$ cat src/rtl/spi_slave_rx_if.sv
// Bundle of SPI pins and the receive-side valid/ready word interface.
// The slave modport is the receiver's view; the master modport is the SPI master plus downstream consumer.
interface spi_slave_rx_if #(
    parameter int DATA_WIDTH = 16
);
    logic                  spi_sclk;
    logic                  spi_cs_l;
    logic                  spi_data;
    logic [DATA_WIDTH-1:0] rx_data;
    logic                  rx_valid;
    logic                  rx_ready;
    logic [5:0]            bit_count;
    logic                  busy;
    logic                  frame_error;
    logic                  overrun;

    modport slave (
        input  spi_sclk, spi_cs_l, spi_data, rx_ready,
        output rx_data, rx_valid, bit_count, busy, frame_error, overrun
    );

    modport master (
        output spi_sclk, spi_cs_l, spi_data, rx_ready,
        input  rx_data, rx_valid, bit_count, busy, frame_error, overrun
    );
endinterface

$ cat src/rtl/spi_slave_rx.sv
// SPI slave receiver: oversamples sclk/cs_l/data in the clk domain, shifts MSB-first frames,
// and hands completed words to downstream logic over valid/ready.
module spi_slave_rx #(
    parameter int DATA_WIDTH  = 16,
    parameter int SYNC_STAGES = 2
) (
    input  logic         clk,
    input  logic         reset,
    spi_slave_rx_if.slave bus
);
    if (DATA_WIDTH > 63 || DATA_WIDTH < 2 || SYNC_STAGES < 1) begin : g_param_check
        $error("spi_slave_rx: DATA_WIDTH must be 2..63 and SYNC_STAGES at least 1");
    end

    localparam logic [5:0] DW6   = 6'(DATA_WIDTH);
    localparam logic [7:0] FLUSH = 8'(SYNC_STAGES + 1);

    typedef enum logic [1:0] {
        WAIT_IDLE = 2'd0,
        IDLE      = 2'd1,
        RECV      = 2'd2
    } state_t;

    logic [SYNC_STAGES-1:0] sclk_sync_q;
    logic [SYNC_STAGES-1:0] cs_sync_q;
    logic [SYNC_STAGES-1:0] data_sync_q;
    logic                   sclk_dly_q;
    logic                   cs_dly_q;

    logic sclk_s;
    logic cs_s;
    logic data_s;
    logic sclk_rise_s;
    logic cs_assert_s;

    state_t                state_q;
    logic [DATA_WIDTH-1:0] shift_q;
    logic [DATA_WIDTH-1:0] rx_data_q;
    logic                  rx_valid_q;
    logic [5:0]            bit_count_q;
    logic                  busy_q;
    logic                  frame_error_q;
    logic                  overrun_q;
    logic                  complete_q;
    logic [7:0]            flush_q;

    assign sclk_s      = sclk_sync_q[SYNC_STAGES-1];
    assign cs_s        = cs_sync_q[SYNC_STAGES-1];
    assign data_s      = data_sync_q[SYNC_STAGES-1];
    assign sclk_rise_s = sclk_s & ~sclk_dly_q;
    assign cs_assert_s = ~cs_s & cs_dly_q;

    // Equal-depth synchronizers keep the three SPI lines aligned to each other.
    always_ff @(posedge clk) begin
        if (reset) begin
            sclk_sync_q <= {SYNC_STAGES{1'b0}};
            cs_sync_q   <= {SYNC_STAGES{1'b1}};
            data_sync_q <= {SYNC_STAGES{1'b0}};
            sclk_dly_q  <= 1'b0;
            cs_dly_q    <= 1'b1;
        end else begin
            sclk_sync_q[0] <= bus.spi_sclk;
            cs_sync_q[0]   <= bus.spi_cs_l;
            data_sync_q[0] <= bus.spi_data;
            for (int i = 1; i < SYNC_STAGES; i++) begin
                sclk_sync_q[i] <= sclk_sync_q[i-1];
                cs_sync_q[i]   <= cs_sync_q[i-1];
                data_sync_q[i] <= data_sync_q[i-1];
            end
            sclk_dly_q <= sclk_s;
            cs_dly_q   <= cs_s;
        end
    end

    // Frame FSM, shift register and output handshake.
    always_ff @(posedge clk) begin
        if (reset) begin
            state_q       <= WAIT_IDLE;
            shift_q       <= {DATA_WIDTH{1'b0}};
            rx_data_q     <= {DATA_WIDTH{1'b0}};
            rx_valid_q    <= 1'b0;
            bit_count_q   <= 6'd0;
            busy_q        <= 1'b0;
            frame_error_q <= 1'b0;
            overrun_q     <= 1'b0;
            complete_q    <= 1'b0;
            flush_q       <= 8'd0;
        end else begin
            frame_error_q <= 1'b0;
            overrun_q     <= 1'b0;
            complete_q    <= 1'b0;

            if (complete_q) begin
                if (!rx_valid_q || bus.rx_ready) begin
                    rx_data_q  <= shift_q;
                    rx_valid_q <= 1'b1;
                end else begin
                    overrun_q <= 1'b1;
                end
            end else if (rx_valid_q && bus.rx_ready) begin
                rx_valid_q <= 1'b0;
            end

            case (state_q)
                // The synchronizers hold their reset value until refilled, so cs_s is
                // only trusted once real pin samples have propagated through them.
                WAIT_IDLE: begin
                    if (flush_q != FLUSH) begin
                        flush_q <= flush_q + 8'd1;
                    end else if (cs_s) begin
                        state_q <= IDLE;
                    end
                end
                IDLE: begin
                    if (cs_assert_s) begin
                        state_q     <= RECV;
                        busy_q      <= 1'b1;
                        shift_q     <= {DATA_WIDTH{1'b0}};
                        bit_count_q <= 6'd0;
                    end
                end
                RECV: begin
                    if (cs_s) begin
                        state_q     <= IDLE;
                        busy_q      <= 1'b0;
                        bit_count_q <= 6'd0;
                        if (bit_count_q != 6'd0 && bit_count_q < DW6) begin
                            frame_error_q <= 1'b1;
                        end
                    end else if (sclk_rise_s) begin
                        if (bit_count_q < DW6) begin
                            shift_q     <= {shift_q[DATA_WIDTH-2:0], data_s};
                            bit_count_q <= bit_count_q + 6'd1;
                            complete_q  <= (bit_count_q == DW6 - 6'd1);
                        end else begin
                            frame_error_q <= 1'b1;
                        end
                    end
                end
                default: begin
                    state_q <= WAIT_IDLE;
                    busy_q  <= 1'b0;
                end
            endcase
        end
    end

    assign bus.rx_data     = rx_data_q;
    assign bus.rx_valid    = rx_valid_q;
    assign bus.bit_count   = bit_count_q;
    assign bus.busy        = busy_q;
    assign bus.frame_error = frame_error_q;
    assign bus.overrun     = overrun_q;
endmodule
$ cat src/flat_wrapper.sv
// flat-port wrapper written by rule: the top's interface ports become plain ports
module spi_slave_rx_flat 
#(
    parameter int DATA_WIDTH  = 16,
    parameter int SYNC_STAGES = 2
)
  (clk, reset, bus_spi_sclk, bus_spi_cs_l, bus_spi_data, bus_rx_ready, bus_rx_data, bus_rx_valid, bus_bit_count, bus_busy, bus_frame_error, bus_overrun);
  spi_slave_rx_if #(.DATA_WIDTH(DATA_WIDTH)) bus_i ();
  input  logic clk;
  input  logic reset;
  input wire logic [$bits(bus_i.spi_sclk)-1:0] bus_spi_sclk;
  input wire logic [$bits(bus_i.spi_cs_l)-1:0] bus_spi_cs_l;
  input wire logic [$bits(bus_i.spi_data)-1:0] bus_spi_data;
  input wire logic [$bits(bus_i.rx_ready)-1:0] bus_rx_ready;
  output wire logic [$bits(bus_i.rx_data)-1:0] bus_rx_data;
  output wire logic [$bits(bus_i.rx_valid)-1:0] bus_rx_valid;
  output wire logic [$bits(bus_i.bit_count)-1:0] bus_bit_count;
  output wire logic [$bits(bus_i.busy)-1:0] bus_busy;
  output wire logic [$bits(bus_i.frame_error)-1:0] bus_frame_error;
  output wire logic [$bits(bus_i.overrun)-1:0] bus_overrun;
  assign bus_i.spi_sclk = bus_spi_sclk;
  assign bus_i.spi_cs_l = bus_spi_cs_l;
  assign bus_i.spi_data = bus_spi_data;
  assign bus_i.rx_ready = bus_rx_ready;
  assign bus_rx_data = bus_i.rx_data;
  assign bus_rx_valid = bus_i.rx_valid;
  assign bus_bit_count = bus_i.bit_count;
  assign bus_busy = bus_i.busy;
  assign bus_frame_error = bus_i.frame_error;
  assign bus_overrun = bus_i.overrun;
  spi_slave_rx #(.DATA_WIDTH(DATA_WIDTH), .SYNC_STAGES(SYNC_STAGES)) u_core (.clk(clk), .reset(reset), .bus(bus_i));
endmodule
$ cat config.mk
export PLATFORM = sky130hd
export DESIGN_NAME = spi_slave_rx_flat
export DESIGN_NICKNAME = d
export VERILOG_FILES = /design/src/rtl/spi_slave_rx_if.sv /design/src/rtl/spi_slave_rx.sv /design/src/flat_wrapper.sv
export SDC_FILE = /design/constraint.sdc
export NUM_CORES = 1
export LEC_CHECK = 0
export BUFFER_PORTS_ARGS = -buffer_cell sky130_fd_sc_hd__buf_2
export CAP_MARGIN = 20
export CORE_ASPECT_RATIO = 1.2
export CORE_MARGIN = 3
export CORE_UTILIZATION = 39
export DETAILED_ROUTE_END_ITERATION = 7
export GPL_TIMING_DRIVEN = 0
export PLACE_DENSITY = 0.57
export REMOVE_ABC_BUFFERS = 1
export SETUP_SLACK_MARGIN = 0.05
export SLEW_MARGIN = 30
export SYNTH_ARGS = -nofsm -noshare
export SYNTH_HDL_FRONTEND = slang
export SYNTH_SLANG_ARGS = --single-unit
export TNS_END_PERCENT = 20
$ cat constraint.sdc
create_clock -name clk -period 2.3 [get_ports clk]
set_clock_uncertainty 0.05 [all_clocks]
set_input_delay 0.115 -clock clk [delete_from_list [all_inputs] [get_ports clk]]
set_output_delay 0.115 -clock clk [all_outputs]
set_load 0.005 [all_outputs]
After elaboration in Yosys (flattened, before gate mapping)
Index checks and enable logic that the tools add are counted.

word-level totals
  flip-flop bits (word level) = 61
  input bits = 6
  output and inout bits = 26
  logic and storage cells = 83

operators by class
  $add $sub $neg = 2
  $lt $le $gt $ge = 1
  equal/unequal tests = 13
  mux-type cells = 25
  bitwise logic cells = 9
  reductions and logical operators = 18

operators with widths
  operator                                              number
  2-to-1 mux 16 bit                                     4
  case mux 16 bit (2 select lines)                      1
  2-to-1 mux 6 bit                                      4
  case mux 6 bit (2 select lines)                       1
  2-to-1 mux 1 bit                                      10
  adder 8 x 1 -> 8 bit (second input constant)          1
  != test 2 x 1 -> 1 bit (second input constant)        4
  != test 8 x 2 -> 1 bit (second input constant)        1
  AND reduction 2 bit                                   4
  NOT 1 bit                                             7
  adder 6 x 1 -> 6 bit (second input constant)          1
  equality test 6 x 4 -> 1 bit (second input constant)  1
  < comparator 6 x 5 -> 1 bit (second input constant)   1
  2-to-1 mux 2 bit                                      3
  != test 2 bit (second input constant)                 3
  != test 3 x 1 -> 1 bit (second input constant)        2
  case mux 2 bit (3 select lines)                       1
  nonzero test 6 bit                                    1
  AND reduction 5 bit                                   1
  OR reduction 5 bit                                    1
  AND reduction 4 bit                                   1
  nonzero test 2 bit                                    2
  OR reduction 2 bit                                    2
  case mux 1 bit (3 select lines)                       1
  other kinds (8)                                       10

Logic depth before layout (Yosys ltp)
  word-level depth = 5
  depth in mapped cells = 6
  mapped depth without buffers = 5

Worst setup path before layout
OpenSTA, ideal clock, no wires.

  path kind = reg-to-reg
  from = register u_core.bit_count_q[5] (netlist: u_core.bus.bit_count[5])
  to = register u_core.shift_q[0]
  library setup time = 72 ps
  arrival time = 1446 ps
  path slack = 733 ps
  stages on the path, launching flop included = 6
  cell sequence = dfxtp_1 nor4b_4 nand2_2 a21oi_4 buf_8 mux2i_1

between the ends
  word-level cells in the longest chain between the ends = 3

RTL lines
  what                              line                 source
  from (decl)                       spi_slave_rx.sv:40   logic [5:0] bit_count_q;
  from (signal assigned)            spi_slave_rx.sv:133  bit_count_q <= bit_count_q + 6'd1;
  < comparator 6 x 5 -> 1 bit       spi_slave_rx.sv:131  if (bit_count_q < DW6) begin
  != test 2 x 1 -> 1 bit (no line)  n/a
  AND reduction 5 bit (no line)     n/a
  to (signal assigned)              spi_slave_rx.sv:79   shift_q <= {DATA_WIDTH{1'b0}};
  to (signal assigned)              spi_slave_rx.sv:118  shift_q <= {DATA_WIDTH{1'b0}};
  to (signal assigned)              spi_slave_rx.sv:132  shift_q <= {shift_q[DATA_WIDTH-2:0], data_s};
  to (decl)                         spi_slave_rx.sv:37   logic [DATA_WIDTH-1:0] shift_q;

Every way passes these cells.
A chain may end at the register's enable or synchronous reset.

Worst setup path after layout
  from = register u_core.bit_count_q[5] (netlist: u_core.bus.bit_count[5])
  to = register u_core.shift_q[5]

Same word-level chain as after synthesis.

==> summary.txt <==
Outcome
  • Status: complete, no violations

Floorplanning
  • Io pins: 32
  • Core area: 0.00586 sq mm
  • Die Ht: 92.6 microns
  • Rows: 30
  • DIE AREA: 0.00724 sq mm
  • Starting Density: 0.416
  • Die X: 78.2 microns

Drt
  • WL per Instance: 11.1 microns
  • Drt total wl: 4.19 mm
  • Via count: 1774
  • Routed wl met2: 1.90 mm
  • Via/cell ratio: 4.69
  • DRT met1 WL: 2.04 mm
  • Remaining antenna violation count after routing: 0
  • Met3 wire length: 183 microns
  • TritonRoute pass-1 iters: 4
  • DR iter-0 viols: 73
  • DR top layer: met4
  • Residual DRC: 0

Clock tree
  • Clock root buffer: clkbuf_8
  • CTS Sinks: 61
  • CTS buffer count: 9
  • Worst-Skew Late Latency: 0.33 ns
  • Clock buffer depth: 2
  • Reg clk slew, reported paths: 0.07 ns
  • # resized after CTS: 0
  • CTS H-Tree Depth: 3
  • CTS tree: built

Worst setup path
  • R2r startpoint: u_core.bus.bit_count[5]
  • Critical path type: reg2reg
  • Worst R2R Setup Slack: 0.46 ns
  • Startpoint types: flip-flop
  • Worst Path Arrival: 2.04 ns
  • CP required: 2.51 ns
  • Crit path largest cell delay: 0.59 ns
  • Worst path slowest cell: a21oi_4
  • RR Endpoint: u_core.shift_q[5]
  • Crit path cell chain: nor4b_4 > nand2_2 > a21oi_4 > mux2i_1
  • Reg2reg path depth: 4
  • CP max FO: 16
  • CP Capture Type: flip-flop

Global routing
  • First-pass GRT wire length: 7.20 mm
  • Vias in the first global route: 1660
  • Initial antenna violation count: 0
  • GRT overflow: 0
  • Largest net degree at the start of global routing: 58
  • Global Route Usage Sum: 0.125

Hold path
  • Worst Hold Depth: 3
  • Hold Crit Class: in2reg
  • Hold endpoint: u_core.bus.overrun
  • Hold Path Origin: bus_rx_ready

Power
  • Static leakage: 1.09 nW
  • PwrDens: 794 mW/mm^2
  • Maximum VDD drop: 0.000382 V

Synthesis
  • Register area share after synthesis: 0.501
  • Synthesized cell area: 0.00244 sq mm
  • Top cells by area, synth: dfxtp_1 50%, nand2_1 8.2%, mux2i_1 7.0%
  • Largest family of logic cells by synthesized area: simple AND/OR/NAND/NOR gates
  • Mux share of post-synthesis cell area: 0.0698
  • Xor and xnor fraction of the mapped netlist area: 0.0215
  • Post-Synth Adder-Cell Area: 0.0154
  • Yosys top cell area share: 0.501
  • Asr flop ratio synth: 0
  • Yosys cell types: 44
  • Syn Area/Cell: 9.31 sq um
  • Yosys reg bits: 61
  • Yosys warns: 0
  • Post-synth top area cell: dfxtp_1
  • Compound-gate portion of the synthesized area: 0.0965
  • Most common library cells after synthesis: 61 x dfxtp_1, 53 x nand2_1, 21 x a21oi_1
  • Post-synth top flop: dfxtp_1
  • Post-Synthesis Cells: 262
  • Synth Area in Simple Gates: 0.257
  • Post-synth EDFFs: 0
  • Top-count cell post-synth: dfxtp_1

Timing
  • Rel. slew slack: 0.536
  • Tcrit/Tclk final: 0.798
  • Hold WS: 0.0524 ns
  • Slew @ Worst Pin: 0.695 ns
  • Final Hold Fails: 0
  • Finish-stage setup viols: 0
  • Max Clk Rate: 545 MHz
  • Slew Limit Fails: 0
  • Minimum clock period: 1.84 ns
  • RSZ-0062 raised after global routing: false
  • Sum Neg Setup Slack: 0 ns

Final layout
  • Area growth, synth to finish: 17.8%
  • Layout Nets: 303
  • Final non-filler cell total: 378
  • Share of cells above drive strength 1: 0.205
  • Antenna cells: 0

Placement
  • Dpl hpwl: 2.68 mm
  • Placed cell count: 360
  • RD Place Congestion: 0.751
  • Port bufs: 31

Job
  • Max_cap viols: 0
stage by stage:
stage / total power, W / setup WS (ns) / util / area, sq um
2_1_floorplan: 0.00124 / 0.673 / - / 2370
3_3_place_gp: 0.00128 / 0.401 / 0.448 / 2620
3_5_place_dp: 0.00128 / 0.476 / 0.449 / 2630
4_1_cts: 0.00232 / 0.453 / 0.490 / 2870
5_1_grt: 0.00239 / 0.304 / 0.490 / 2870
6_report: 0.00228 / 0.464 / 0.490 / 2870
critical path, delay by kind of cell, from the launching register on:
kind,cells,cell delay (ns)
AO/OA/AOI/OAI,1,0.59
flip-flops,1,0.35
multiplexers,1,0.26
AND/OR/NAND/NOR,2,0.51
registers in the layout, summed over array words and instances (netlist names):
| name | count |
|---|---|
| u_core.bus.bit_count | 6 |
| u_core.bus.busy | 1 |
| u_core.bus.frame_error | 1 |
| u_core.bus.overrun | 1 |
| u_core.bus.rx_data | 16 |
| u_core.bus.rx_valid | 1 |
| u_core.complete_q | 1 |
| u_core.cs_dly_q | 1 |
| u_core.cs_sync_q | 2 |
| u_core.data_sync_q | 2 |
| u_core.flush_q | 8 |
| u_core.sclk_dly_q | 1 |
| u_core.sclk_sync_q | 2 |
| u_core.shift_q | 16 |
| u_core.state_q | 2 |
cells in the final DEF (no fill, tap or decap), types with 2 or more instances in the layout:
cell type / n
nor2b_1: 6
mux2i_1: 17
nor4b_1: 2
nand4_1: 4
and2_1: 2
or2_2: 3
o21ai_1: 2
a31o_2: 2
bufinv_16: 2
nand2_1: 53
ha_1: 3
nand2b_1: 19
dfxtp_1: 61
nor2_1: 13
xor2_1: 4
nand3_1: 2
dlygate4sd3_1: 3
xnor2_1: 2
nor3_1: 4
a21oi_1: 21
clkbuf_8: 10
buf_2: 30
inv_1: 7
clkinv_2: 3
cell families after synthesis:
family	after synthesis
simple gates	119
flops	61
buf+inv	20
mux	17
compound gates	36
fa+ha+maj	3
xor+xnor	6
where the power goes:
part	internal (W)	switching (W)	total, W
sequential	0.00109	0.0000289	0.00112
clock	0.000628	0.000396	0.00102
combinational	0.0000689	0.0000726	0.000142
total	0.00178	0.000497	0.00228
layout make-up:
cell class | count | area (sq um)
sequential | 61 | 1220
inverter | 7 | 26.3
clock buffer | 10 | 138
tap | 80 | 100
fill | 589 | 2980
timing repair buffer | 34 | 188
clock inverter | 5 | 75.1
multi-input combinational | 181 | 1120
per-layer routing:
metal / up-vias / global-route usage
met2: 27 / 0.194
li1: 933 / -
met3: 8 / 0.0438
met1: 806 / 0.151
met5: - / 0
met4: 0 / 0.0700
how the worst max path moves through the flow:
| stage | from | end | slack (ns) | cells past startpoint |
|---|---|---|---|---|
| 6_report | u_core.bus.bit_count[5] | u_core.shift_q[5] | 0.46 | 4 |
| 5_1_grt | u_core.bus.bit_count[5] | u_core.shift_q[0] | 0.30 | 4 |
| 4_1_cts | u_core.bus.bit_count[5] | u_core.shift_q[5] | 0.45 | 4 |
| 3_5_place_dp | u_core.bus.bit_count[5] | u_core.shift_q[5] | 0.48 | 4 |
| 3_3_place_gp | reset | u_core.shift_q[6] | 0.40 | 4 |
| 2_1_floorplan | u_core.bus.bit_count[5] | u_core.shift_q[0] | 0.67 | 4 |
what timing repair did:
action | CTS | global route
hold buffers | 3 | 0
hold endpoints to repair | 3 | 0
setup buffers | 0 | 0
Note: power is estimated with default switching activity, not from simulation.
